==> src/rtl/zombie_controller.sv <==
// zombie_controller: behaviour engine for one zombie slot.
// Spawns in a lane, walks left one pixel per step period, eats while blocked,
// takes damage, plays a timed death and flags reaching the house.
// Optional build macro: ZOM_SPEEDUP_EN (halves the step period once hp is at
// or below half of MAX_HP).
module zombie_controller #(
  parameter logic [9:0] START_X      = 10'd600,
  parameter logic [9:0] ROW0_Y       = 10'd100,
  parameter logic [9:0] ROW_PITCH    = 10'd100,
  parameter int         ROWS         = 5,
  parameter logic [9:0] HOUSE_X      = 10'd40,
  parameter logic [3:0] MAX_HP       = 4'd10,
  parameter int         STEP_FRAMES  = 4,
  parameter int         BITE_FRAMES  = 60,
  parameter int         DYING_FRAMES = 30
) (
  input  logic       MAX10_CLK1_50,
  input  logic       Reset,
  input  logic       frame_clk,
  input  logic       spawn,
  input  logic [2:0] spawn_row,
  input  logic       hit,
  input  logic [3:0] hit_dmg,
  input  logic       blocked,
  output logic [9:0] ZomX,
  output logic [9:0] ZomY,
  output logic       ZomLive,
  output logic       bite,
  output logic       reached_house,
  output logic [1:0] state
);

  typedef enum logic [1:0] {
    S_IDLE  = 2'd0,
    S_WALK  = 2'd1,
    S_EAT   = 2'd2,
    S_DYING = 2'd3
  } state_t;

  localparam int         FAST_FRAMES = (STEP_FRAMES / 2 > 0) ? (STEP_FRAMES / 2) : 1;
  localparam logic [7:0] STEP_LAST   = 8'(STEP_FRAMES - 1);
  localparam logic [7:0] FAST_LAST   = 8'(FAST_FRAMES - 1);
  localparam logic [7:0] BITE_LAST   = 8'(BITE_FRAMES - 1);
  localparam logic [7:0] DYING_LAST  = 8'(DYING_FRAMES - 1);
  localparam logic [3:0] ROWS_W      = 4'(ROWS);
  localparam logic [3:0] HALF_HP     = MAX_HP >> 1;

  state_t     r_state, w_state_nxt;
  logic       r_fc_cur, r_fc_prev, w_tick;
  logic [9:0] r_zom_x, w_zom_x;
  logic [9:0] r_zom_y, w_zom_y;
  logic       r_live, w_live;
  logic       r_bite, w_bite;
  logic       r_house, w_house;
  logic [3:0] r_hp, w_hp;
  logic [7:0] r_step_cnt, w_step_cnt;
  logic [7:0] r_bite_cnt, w_bite_cnt;
  logic [7:0] r_dying_cnt, w_dying_cnt;
  logic [7:0] w_period_last;
  logic [9:0] w_spawn_y;
  logic       w_lethal;

  assign w_tick    = r_fc_cur & ~r_fc_prev;
  assign w_spawn_y = ROW0_Y + ROW_PITCH * 10'(spawn_row);
  assign w_lethal  = (hit_dmg >= r_hp);

  assign ZomX          = r_zom_x;
  assign ZomY          = r_zom_y;
  assign ZomLive       = r_live;
  assign bite          = r_bite;
  assign reached_house = r_house;
  assign state         = r_state;

  // Register the frame level and all behaviour state; Reset drops any zombie in flight.
  always_ff @(posedge MAX10_CLK1_50 or posedge Reset) begin
    if (Reset) begin
      r_fc_cur    <= 1'b0;
      r_fc_prev   <= 1'b0;
      r_state     <= S_IDLE;
      r_zom_x     <= 10'd0;
      r_zom_y     <= 10'd0;
      r_live      <= 1'b0;
      r_bite      <= 1'b0;
      r_house     <= 1'b0;
      r_hp        <= 4'd0;
      r_step_cnt  <= 8'd0;
      r_bite_cnt  <= 8'd0;
      r_dying_cnt <= 8'd0;
    end else begin
      r_fc_cur    <= frame_clk;
      r_fc_prev   <= r_fc_cur;
      r_state     <= w_state_nxt;
      r_zom_x     <= w_zom_x;
      r_zom_y     <= w_zom_y;
      r_live      <= w_live;
      r_bite      <= w_bite;
      r_house     <= w_house;
      r_hp        <= w_hp;
      r_step_cnt  <= w_step_cnt;
      r_bite_cnt  <= w_bite_cnt;
      r_dying_cnt <= w_dying_cnt;
    end
  end

  // Next-state and next-output logic; priority within a cycle is hit > house > blocked > step.
  always_comb begin
    w_state_nxt = r_state;
    w_zom_x     = r_zom_x;
    w_zom_y     = r_zom_y;
    w_bite      = 1'b0;
    w_house     = r_house;
    w_hp        = r_hp;
    w_step_cnt  = r_step_cnt;
    w_bite_cnt  = r_bite_cnt;
    w_dying_cnt = r_dying_cnt;

`ifdef ZOM_SPEEDUP_EN
    w_period_last = (r_hp <= HALF_HP) ? FAST_LAST : STEP_LAST;
`else
    w_period_last = STEP_LAST;
`endif

    case (r_state)
      S_IDLE: begin
        if (spawn && ({1'b0, spawn_row} < ROWS_W)) begin
          w_state_nxt = S_WALK;
          w_zom_x     = START_X;
          w_zom_y     = w_spawn_y;
          w_hp        = MAX_HP;
          w_step_cnt  = 8'd0;
          w_bite_cnt  = 8'd0;
          w_dying_cnt = 8'd0;
          w_house     = 1'b0;
        end else begin
          w_state_nxt = S_IDLE;
        end
      end
      S_WALK: begin
        if (hit) begin
          if (w_lethal) begin
            w_hp        = 4'd0;
            w_dying_cnt = 8'd0;
            w_state_nxt = S_DYING;
          end else begin
            w_hp = r_hp - hit_dmg;
          end
        end else if (r_zom_x <= HOUSE_X) begin
          w_house     = 1'b1;
          w_state_nxt = S_IDLE;
        end else if (blocked) begin
          w_bite_cnt  = 8'd0;
          w_state_nxt = S_EAT;
        end else if (w_tick) begin
          // >= lets a freshly shortened period take effect on the very next tick
          if (r_step_cnt >= w_period_last) begin
            w_zom_x    = r_zom_x - 10'd1;
            w_step_cnt = 8'd0;
          end else begin
            w_step_cnt = r_step_cnt + 8'd1;
          end
        end else begin
          w_step_cnt = r_step_cnt;
        end
      end
      S_EAT: begin
        if (hit) begin
          if (w_lethal) begin
            w_hp        = 4'd0;
            w_dying_cnt = 8'd0;
            w_state_nxt = S_DYING;
          end else begin
            w_hp = r_hp - hit_dmg;
          end
        end else if (!blocked) begin
          w_step_cnt  = 8'd0;
          w_state_nxt = S_WALK;
        end else if (w_tick) begin
          if (r_bite_cnt == BITE_LAST) begin
            w_bite     = 1'b1;
            w_bite_cnt = 8'd0;
          end else begin
            w_bite_cnt = r_bite_cnt + 8'd1;
          end
        end else begin
          w_bite_cnt = r_bite_cnt;
        end
      end
      S_DYING: begin
        if (w_tick) begin
          if (r_dying_cnt == DYING_LAST) begin
            w_dying_cnt = 8'd0;
            w_state_nxt = S_IDLE;
          end else begin
            w_dying_cnt = r_dying_cnt + 8'd1;
          end
        end else begin
          w_dying_cnt = r_dying_cnt;
        end
      end
      default: begin
        w_state_nxt = S_IDLE;
      end
    endcase

    w_live = (w_state_nxt != S_IDLE);
  end

endmodule
==> config.mk <==
export PLATFORM = sky130hd
export DESIGN_NAME = zombie_controller
export DESIGN_NICKNAME = d
export VERILOG_FILES = /design/src/rtl/zombie_controller.sv
export SDC_FILE = /design/constraint.sdc
export NUM_CORES = 1
export LEC_CHECK = 0
export BUFFER_PORTS_ARGS = -buffer_cell sky130_fd_sc_hd__clkbuf_2
export CAP_MARGIN = 5
export CORE_MARGIN = 10
export CORE_UTILIZATION = 28
export CTS_CLUSTER_SIZE = 24
export DETAILED_ROUTE_END_ITERATION = 8
export PLACE_DENSITY_LB_ADDON = 0.15
export SYNTH_ARGS = -nofsm -noshare
export SYNTH_HDL_FRONTEND = slang
export SYNTH_SLANG_ARGS = --single-unit
export TNS_END_PERCENT = 20
==> constraint.sdc <==
create_clock -name MAX10_CLK1_50 -period 2.6 [get_ports MAX10_CLK1_50]
set_input_delay 0 -clock MAX10_CLK1_50 [delete_from_list [all_inputs] [get_ports MAX10_CLK1_50]]
set_output_delay 0 -clock MAX10_CLK1_50 [all_outputs]
set_load 0.02 [all_outputs]
==> results by group, run 1 <==
Die
  – Core area: 11500 µm²
  – Die W: 129 µm
  – Die ar.: 16500 µm²
  – Die Height: 129 µm
  – # IOs: 38
  – Initial Utilization: 0.288
  – Rows: 39

Logic synthesis
  – Synth Cell Area: 3300 µm²
  – Top FF cell, synth: dfrtp_1
  – EDFF count, synth: 0
  – Cells after Synth: 356
  – Post-synth top area cell: dfrtp_1
  – Yosys top cell area share: 0.402
  – Avg Cell Area, Syn: 9.27 µm²
  – Synth Register Bits: 53
  – Synth warnings: 0
  – Register area share after synthesis: 0.402
  – Asr flop ratio synth: 1.00
  – Synth cell types: 62
  – Ranking of synthesized cells by area: dfrtp_1 (40%), ha_1 (7.6%), o31ai_1 (3.6%)

Global routing
  – Grt total ovfl: 0
  – Largest net degree at the start of global routing: 23
  – GR Util All Layers: 0.104
  – Antenna violations before repair: 0
  – First-pass GRT wire length: 14.4 mm
  – Vias in the first global route: 2870

Routing
  – Drt drc: 0
  – Vias: 2846
  – 1st-iter DRT viols: 212
  – Vias per std cell: 5.21
  – Post-DRT Antenna Nets: 0
  – 1st-pass router iterations: 4
  – Final WL: 8.43 mm
  – Avg WL per Cell: 15.4 µm

Timing
  – Slew headroom: 0.334
  – Sum Neg Setup Slack: 0 ps
  – Tcrit/Tclk final: 0.916
  – Hold Fails Final Rpt: 0
  – Tmin final: 2380 ps
  – Final Max Slew Viols: 0
  – RSZ-0062 raised after global routing: false
  – Hold Slack: 24.0 ps
  – Final setup fails: 0
  – Fmax: 0.420 GHz
  – Post-Route Skew: 7.77 ps
  – Worst slew pin tran: 986 ps

Clock network
  – CTS clock-pin slew for the worst setup and hold paths: 80 ps
  – CTS resizes: 0
  – TritonCTS clock tree: done
  – Clk_lat worst skew: 300 ps
  – CTS Sinks: 53
  – CTS Buf Count: 5
  – Root buf cell: clkbuf_16
  – Setup bufs post-CTS: 0
  – H-Tree Depth: 2
  – Maximum buffer depth of the clock tree: 2

Worst setup path
  – CP max stage delay: 680 ps
  – Worst setup EP type: register
  – CP top delay family: simple AND/OR/NAND/NOR gates
  – R2R Setup Slk: 220 ps
  – Worst-path cell chain: inv_1, ha_1, nor3b_1, o21ai_2, a31oi_4, or4_1, o31ai_1
  – Crit Path Max Fanout: 9
  – Worst R2R Path Depth: 7
  – Worst endpoint required time: 2800 ps
  – Setup CP Type: reg -> reg
  – Critical path launch point type: register
  – Buf/Inv on CP: 1
  – RR Endpoint: r_bite_cnt[7]
  – Critical path arrival: 2580 ps
  – CP max stage cell: or4_1
  – Reg2reg start: ZomX[1]

Place
  – Final GP Congestion: 0.827
  – DP HPWL: 6.46 mm
  – # port buffers: 35

Cells and area
  – Layout cells sized above 1: 0.179
  – Commonest non-fill, non-tap cells in the layout: dfrtp_1 (53), clkbuf_2 (35), nor2_1 (30), o21ai_0 (23), nand2_1 (21)
  – Commonest non-fill, non-tap cell in the layout: dfrtp_1
  – ANT cells: 0
  – Synth-to-layout area growth: 17.3%
  – Nets@finish: 436
  – Filler cell count: 1190

Power
  – Leak: 1.73 nW
  – Design Power: 2.25 mW
  – PwrDens: 582 nW/µm²
  – Peak supply drop: 0.312 mV

Min path
  – Hold Path Origin: hit_dmg[0]
  – Hold Path Cell Cnt: 3
  – Hold endpoint: r_hp[0]
  – Worst hold path class: in -> reg

Job
  – Max-cap violation count: 0

Status
  – Status: complete, no violations
[stage by stage]
stage          std cells  worst slack, ps   util  cell area [µm²]
3_5_place_dp         535              214  0.321             3680
2_1_floorplan        357              250      -             3300
3_3_place_gp         535              271  0.321             3680
5_1_grt              546             13.2  0.338             3870
6_report             546              219  0.338             3870
4_1_cts              546              196  0.338             3870
[sequential cells by signal, summed over array words and instances (netlist names), 2 cells and up]
signal and count:
ZomX 10, r_bite_cnt 8, ZomY 8, r_step_cnt 8, r_dying_cnt 8, state 2, r_hp 4
[final cells by class]
type                       instances  area (µm²)  share of cell area
timing repair buffer              51         303              0.0782
clock inverter                     1        8.76             0.00226
multi-input combinational        270        1820               0.471
clock buffer                       7         153              0.0394
sequential                        53        1330               0.342
inverter                          21        78.8              0.0204
tap                              143         179              0.0462
[synth_stat cells, types with 4 or more instances]
| library cell | number |
|---|---|
| a31oi_1 | 9 |
| o21a_1 | 4 |
| o31ai_1 | 16 |
| nand4_1 | 5 |
| nor3_1 | 13 |
| o41ai_1 | 8 |
| mux2_2 | 4 |
| a21oi_1 | 15 |
| or3_1 | 5 |
| nor2b_1 | 7 |
| nand2b_1 | 9 |
| nand3_1 | 12 |
| clkbuf_1 | 5 |
| inv_1 | 21 |
| nand2_1 | 21 |
| nor2_1 | 30 |
| o21ai_0 | 23 |
| and2_1 | 4 |
| nor4_1 | 5 |
| and3_1 | 6 |
| xnor2_1 | 4 |
| dfrtp_1 | 53 |
| ha_1 | 20 |
[layer usage]
layer / global-route usage / part of all wire / vias up
met5: 0 / 0 / -
met4: 0.0255 / 0.0083 / 0
met3: 0.0283 / 0.053 / 9
met2: 0.167 / 0.47 / 69
met1: 0.137 / 0.46 / 1361
li1: - / - / 1407
[tightest hold or removal path, cell delays in order]
cell and delay [ps]:
clkbuf_2 80, ha_1 140, o22ai_1 60
[cells by family after synthesis]
family | count (synthesis) | share of synthesized area
other | 1 | 0.00114
AO/OA/AOI/OAI | 99 | 0.210
multiplexers | 7 | 0.0227
AND/OR/NAND/NOR | 135 | 0.220
adder cells (fa/ha/maj) | 21 | 0.0819
flip-flops | 53 | 0.402
buffers and inverters | 34 | 0.0466
XOR/XNOR | 6 | 0.0159
[how the worst max path moves through the flow]
| stage | from | endpoint | cells after the start |
|---|---|---|---|
| 2_1_floorplan | ZomX[0] | r_bite_cnt[3] | 8 |
| 3_3_place_gp | ZomX[1] | r_bite_cnt[3] | 7 |
| 4_1_cts | ZomX[1] | r_bite_cnt[3] | 7 |
| 5_1_grt | ZomX[1] | r_bite_cnt[3] | 7 |
| 3_5_place_dp | ZomX[1] | r_bite_cnt[3] | 7 |
| 6_report | ZomX[1] | r_bite_cnt[7] | 7 |
[report_power, final]
group / internal [mW] / leakage [nW] / total, mW / switching [mW]
Combinational: 0.207 / 0.965 / 0.554 / 0.347
Clock: 0.415 / 0.0805 / 0.739 / 0.325
Sequential: 0.892 / 0.684 / 0.960 / 0.0674
Total: 1.51 / 1.73 / 2.25 / 0.739
[repair_timing]
item,CTS,global route
endpoints found under the hold margin,56,0
endpoints found under the setup margin,0,1
hold buffers,3,0
(Power assumes the default switching activity.)
==> inputs of run 2 (changes only) <==
--- a/config.mk
+++ b/config.mk
@@ -11,6 +11,7 @@
 export CORE_UTILIZATION = 28
 export CTS_CLUSTER_SIZE = 24
 export DETAILED_ROUTE_END_ITERATION = 8
+export MAX_ROUTING_LAYER = met4
 export PLACE_DENSITY_LB_ADDON = 0.15
 export SYNTH_ARGS = -nofsm -noshare
 export SYNTH_HDL_FRONTEND = slang
==> run 2 against run 1 <==
Compared with the run above: first-iteration DRC count increased by 8.5%; sequential cell count unchanged; combinational power about the same; clock power barely moved; wire length grew 0.65%; power increased by 0.10%; register-to-register slack about the same; clock skew grew 0.52 ps; critical endpoint unchanged.
==> results by group, run 2 (synthesis gave the netlist of run 1 again) <==
Power
  – Leak: 1.73 nW (unchanged)
  – PwrDens: 582 nW/µm² (about the same)
  – Peak supply drop: 0.311 mV (was 0.312 mV)

Cells and area
  – Nets@finish: 436 (unchanged)
  – Commonest non-fill, non-tap cells in the layout: dfrtp_1 (53), clkbuf_2 (35), nor2_1 (30), o21ai_0 (23), nand2_1 (21) (unchanged)
  – Register Area: 1330 µm² (unchanged)
  – Filler cell count: 1190 (unchanged)
  – Layout cells sized above 1: 0.179 (unchanged)
  – Commonest non-fill, non-tap cell in the layout: dfrtp_1 (unchanged)
  – ANT cells: 0 (unchanged)
  – Non-filler instance count after layout: 546 (unchanged)
  – Area of the multi-input gates: 1820 µm² (unchanged)
  – Synth-to-layout area growth: 17.3% (unchanged)
  – Max FFs per register: 10 (unchanged)

Routing
  – Vias per std cell: 5.21 (about the same)
  – Drt drc: 0 (unchanged)
  – 1st-pass router iterations: 4 (unchanged)
  – Final WL: 8.49 mm (was 8.43 mm)
  – Avg WL per Cell: 15.5 µm (was 15.4 µm)
  – Post-DRT Antenna Nets: 0 (unchanged)
  – 1st-iter DRT viols: 230 (was 212)
  – Vias: 2845 (was 2846)

Clock network
  – Root buf cell: clkbuf_16 (unchanged)
  – CTS clock-pin slew for the worst setup and hold paths: 80 ps (about the same)
  – TritonCTS clock tree: done (unchanged)
  – Setup bufs post-CTS: 0 (unchanged)
  – CTS Buf Count: 5 (unchanged)
  – Clk_lat worst skew: 300 ps (about the same)
  – CTS Sinks: 53 (unchanged)
  – Maximum buffer depth of the clock tree: 2 (unchanged)
  – H-Tree Depth: 2 (unchanged)

Timing
  – Tcrit/Tclk final: 0.916 (about the same)
  – Worst slew pin tran: 976 ps (was 986 ps)
  – Tmin final: 2380 ps (about the same)
  – Fmax: 0.420 GHz (about the same)
  – Sum Neg Setup Slack: 0 ps (unchanged)
  – Post-Route Skew: 8.29 ps (was 7.77 ps)
  – Final Max Slew Viols: 0 (unchanged)
  – Slew headroom: 0.341 (was 0.334)
  – Fin worst setup slack: 219 ps (about the same)
  – RSZ-0062 raised after global routing: false (unchanged)
  – Final setup fails: 0 (unchanged)
  – Hold Fails Final Rpt: 0 (unchanged)

Die
  – Rows: 39 (unchanged)
  – Die Height: 129 µm (unchanged)
  – Core area: 11500 µm² (unchanged)
  – # IOs: 38 (unchanged)
  – Die W: 129 µm (unchanged)
  – Initial Utilization: 0.288 (unchanged)
  – Die ar.: 16500 µm² (unchanged)

Place
  – Placed Cells incl. Taps: 535 (unchanged)
  – Final GP Congestion: 0.840 (was 0.827)
  – DP HPWL: 6.46 mm (unchanged)
  – DP Worst Slack: 214 ps (unchanged)
  – # port buffers: 35 (unchanged)

Global routing
  – GR Util All Layers: 0.107 (was 0.104)
  – First-pass GRT wire length: 14.3 mm (was 14.4 mm)
  – Antenna violations before repair: 0 (unchanged)
  – Largest net degree at the start of global routing: 23 (unchanged)
  – Grt total ovfl: 0 (unchanged)
  – Vias in the first global route: 2875 (was 2870)

Worst setup path
  – Critical path arrival: 2580 ps (about the same)
  – Setup CP Type: reg -> reg (unchanged)
  – Crit Path Max Fanout: 9 (unchanged)
  – Worst setup EP type: register (unchanged)
  – Worst endpoint required time: 2800 ps (about the same)
  – Critical path launch point type: register (unchanged)

Job
  – Max-cap violation count: 0 (unchanged)

Status
  – Status: complete, no violations (unchanged)

Min path
  – Worst hold path class: in -> reg (unchanged)
## run 2: final cells by class
cell class / count / area share
Clock buffer: 7 / 0.0394
Clock inverter: 1 / 0.00226
Inverter: 21 / 0.0204
Multi-Input combinational cell: 270 / 0.471
Sequential cell: 53 / 0.342
Tap cell: 143 / 0.0462
Timing Repair Buffer: 51 / 0.0782
## run 2: layer usage
layer  wire (µm)  GRT usage
met4          57     0.0255
met2        4000      0.166
met1        4090      0.142
met5           0          -
met3         337     0.0209
## run 2: critical path, cell delays in order (launching register included)
cell and delay, ps:
dfrtp_1 430, inv_1 60, ha_1 220, nor3b_1 170, o21ai_2 280, a31oi_4 190
or4_1 680, o31ai_1 260
## run 2: what timing repair did
| action | in CTS | in global routing |
|---|---|---|
| endpoints found under the setup margin | 0 | 1 |
| hold buffers | 3 | 0 |
| hold endpoints to repair | 56 | 0 |
| gates resized for setup | 0 | 0 |
## run 2: through the flow
| stage | power, mW | util | hold slack (ps) | instance area (µm²) |
|---|---|---|---|---|
| 2_1_floorplan | 1.34 | - | 31.4 | 3300 |
| 5_1_grt | 2.39 | 0.338 | 36.1 | 3870 |
| 3_3_place_gp | 1.53 | 0.321 | -83.8 | 3680 |
| 3_5_place_dp | 1.53 | 0.321 | -76.2 | 3680 |
| 6_report | 2.26 | 0.338 | 23.4 | 3870 |
| 4_1_cts | 2.29 | 0.338 | 14.9 | 3870 |
## run 2: power by group
group          internal, mW  total [mW]  switching [mW]
clock network         0.415       0.741           0.326
logic                 0.207       0.554           0.348
registers             0.892       0.960          0.0676
## run 2: path summary, 6_finish.rpt
kind                       slack (ps)  cells past startpoint        from            end
max                               220                      7     ZomX[1]  r_bite_cnt[7]
min                                20                      3  hit_dmg[0]        r_hp[0]
max reg2reg                       220                      7     ZomX[1]  r_bite_cnt[7]
min reg2reg                       430                      0    r_fc_cur      r_fc_prev
max in group asynchronous        1870                      4       Reset           bite
min in group asynchronous         150                      3       Reset        ZomY[5]
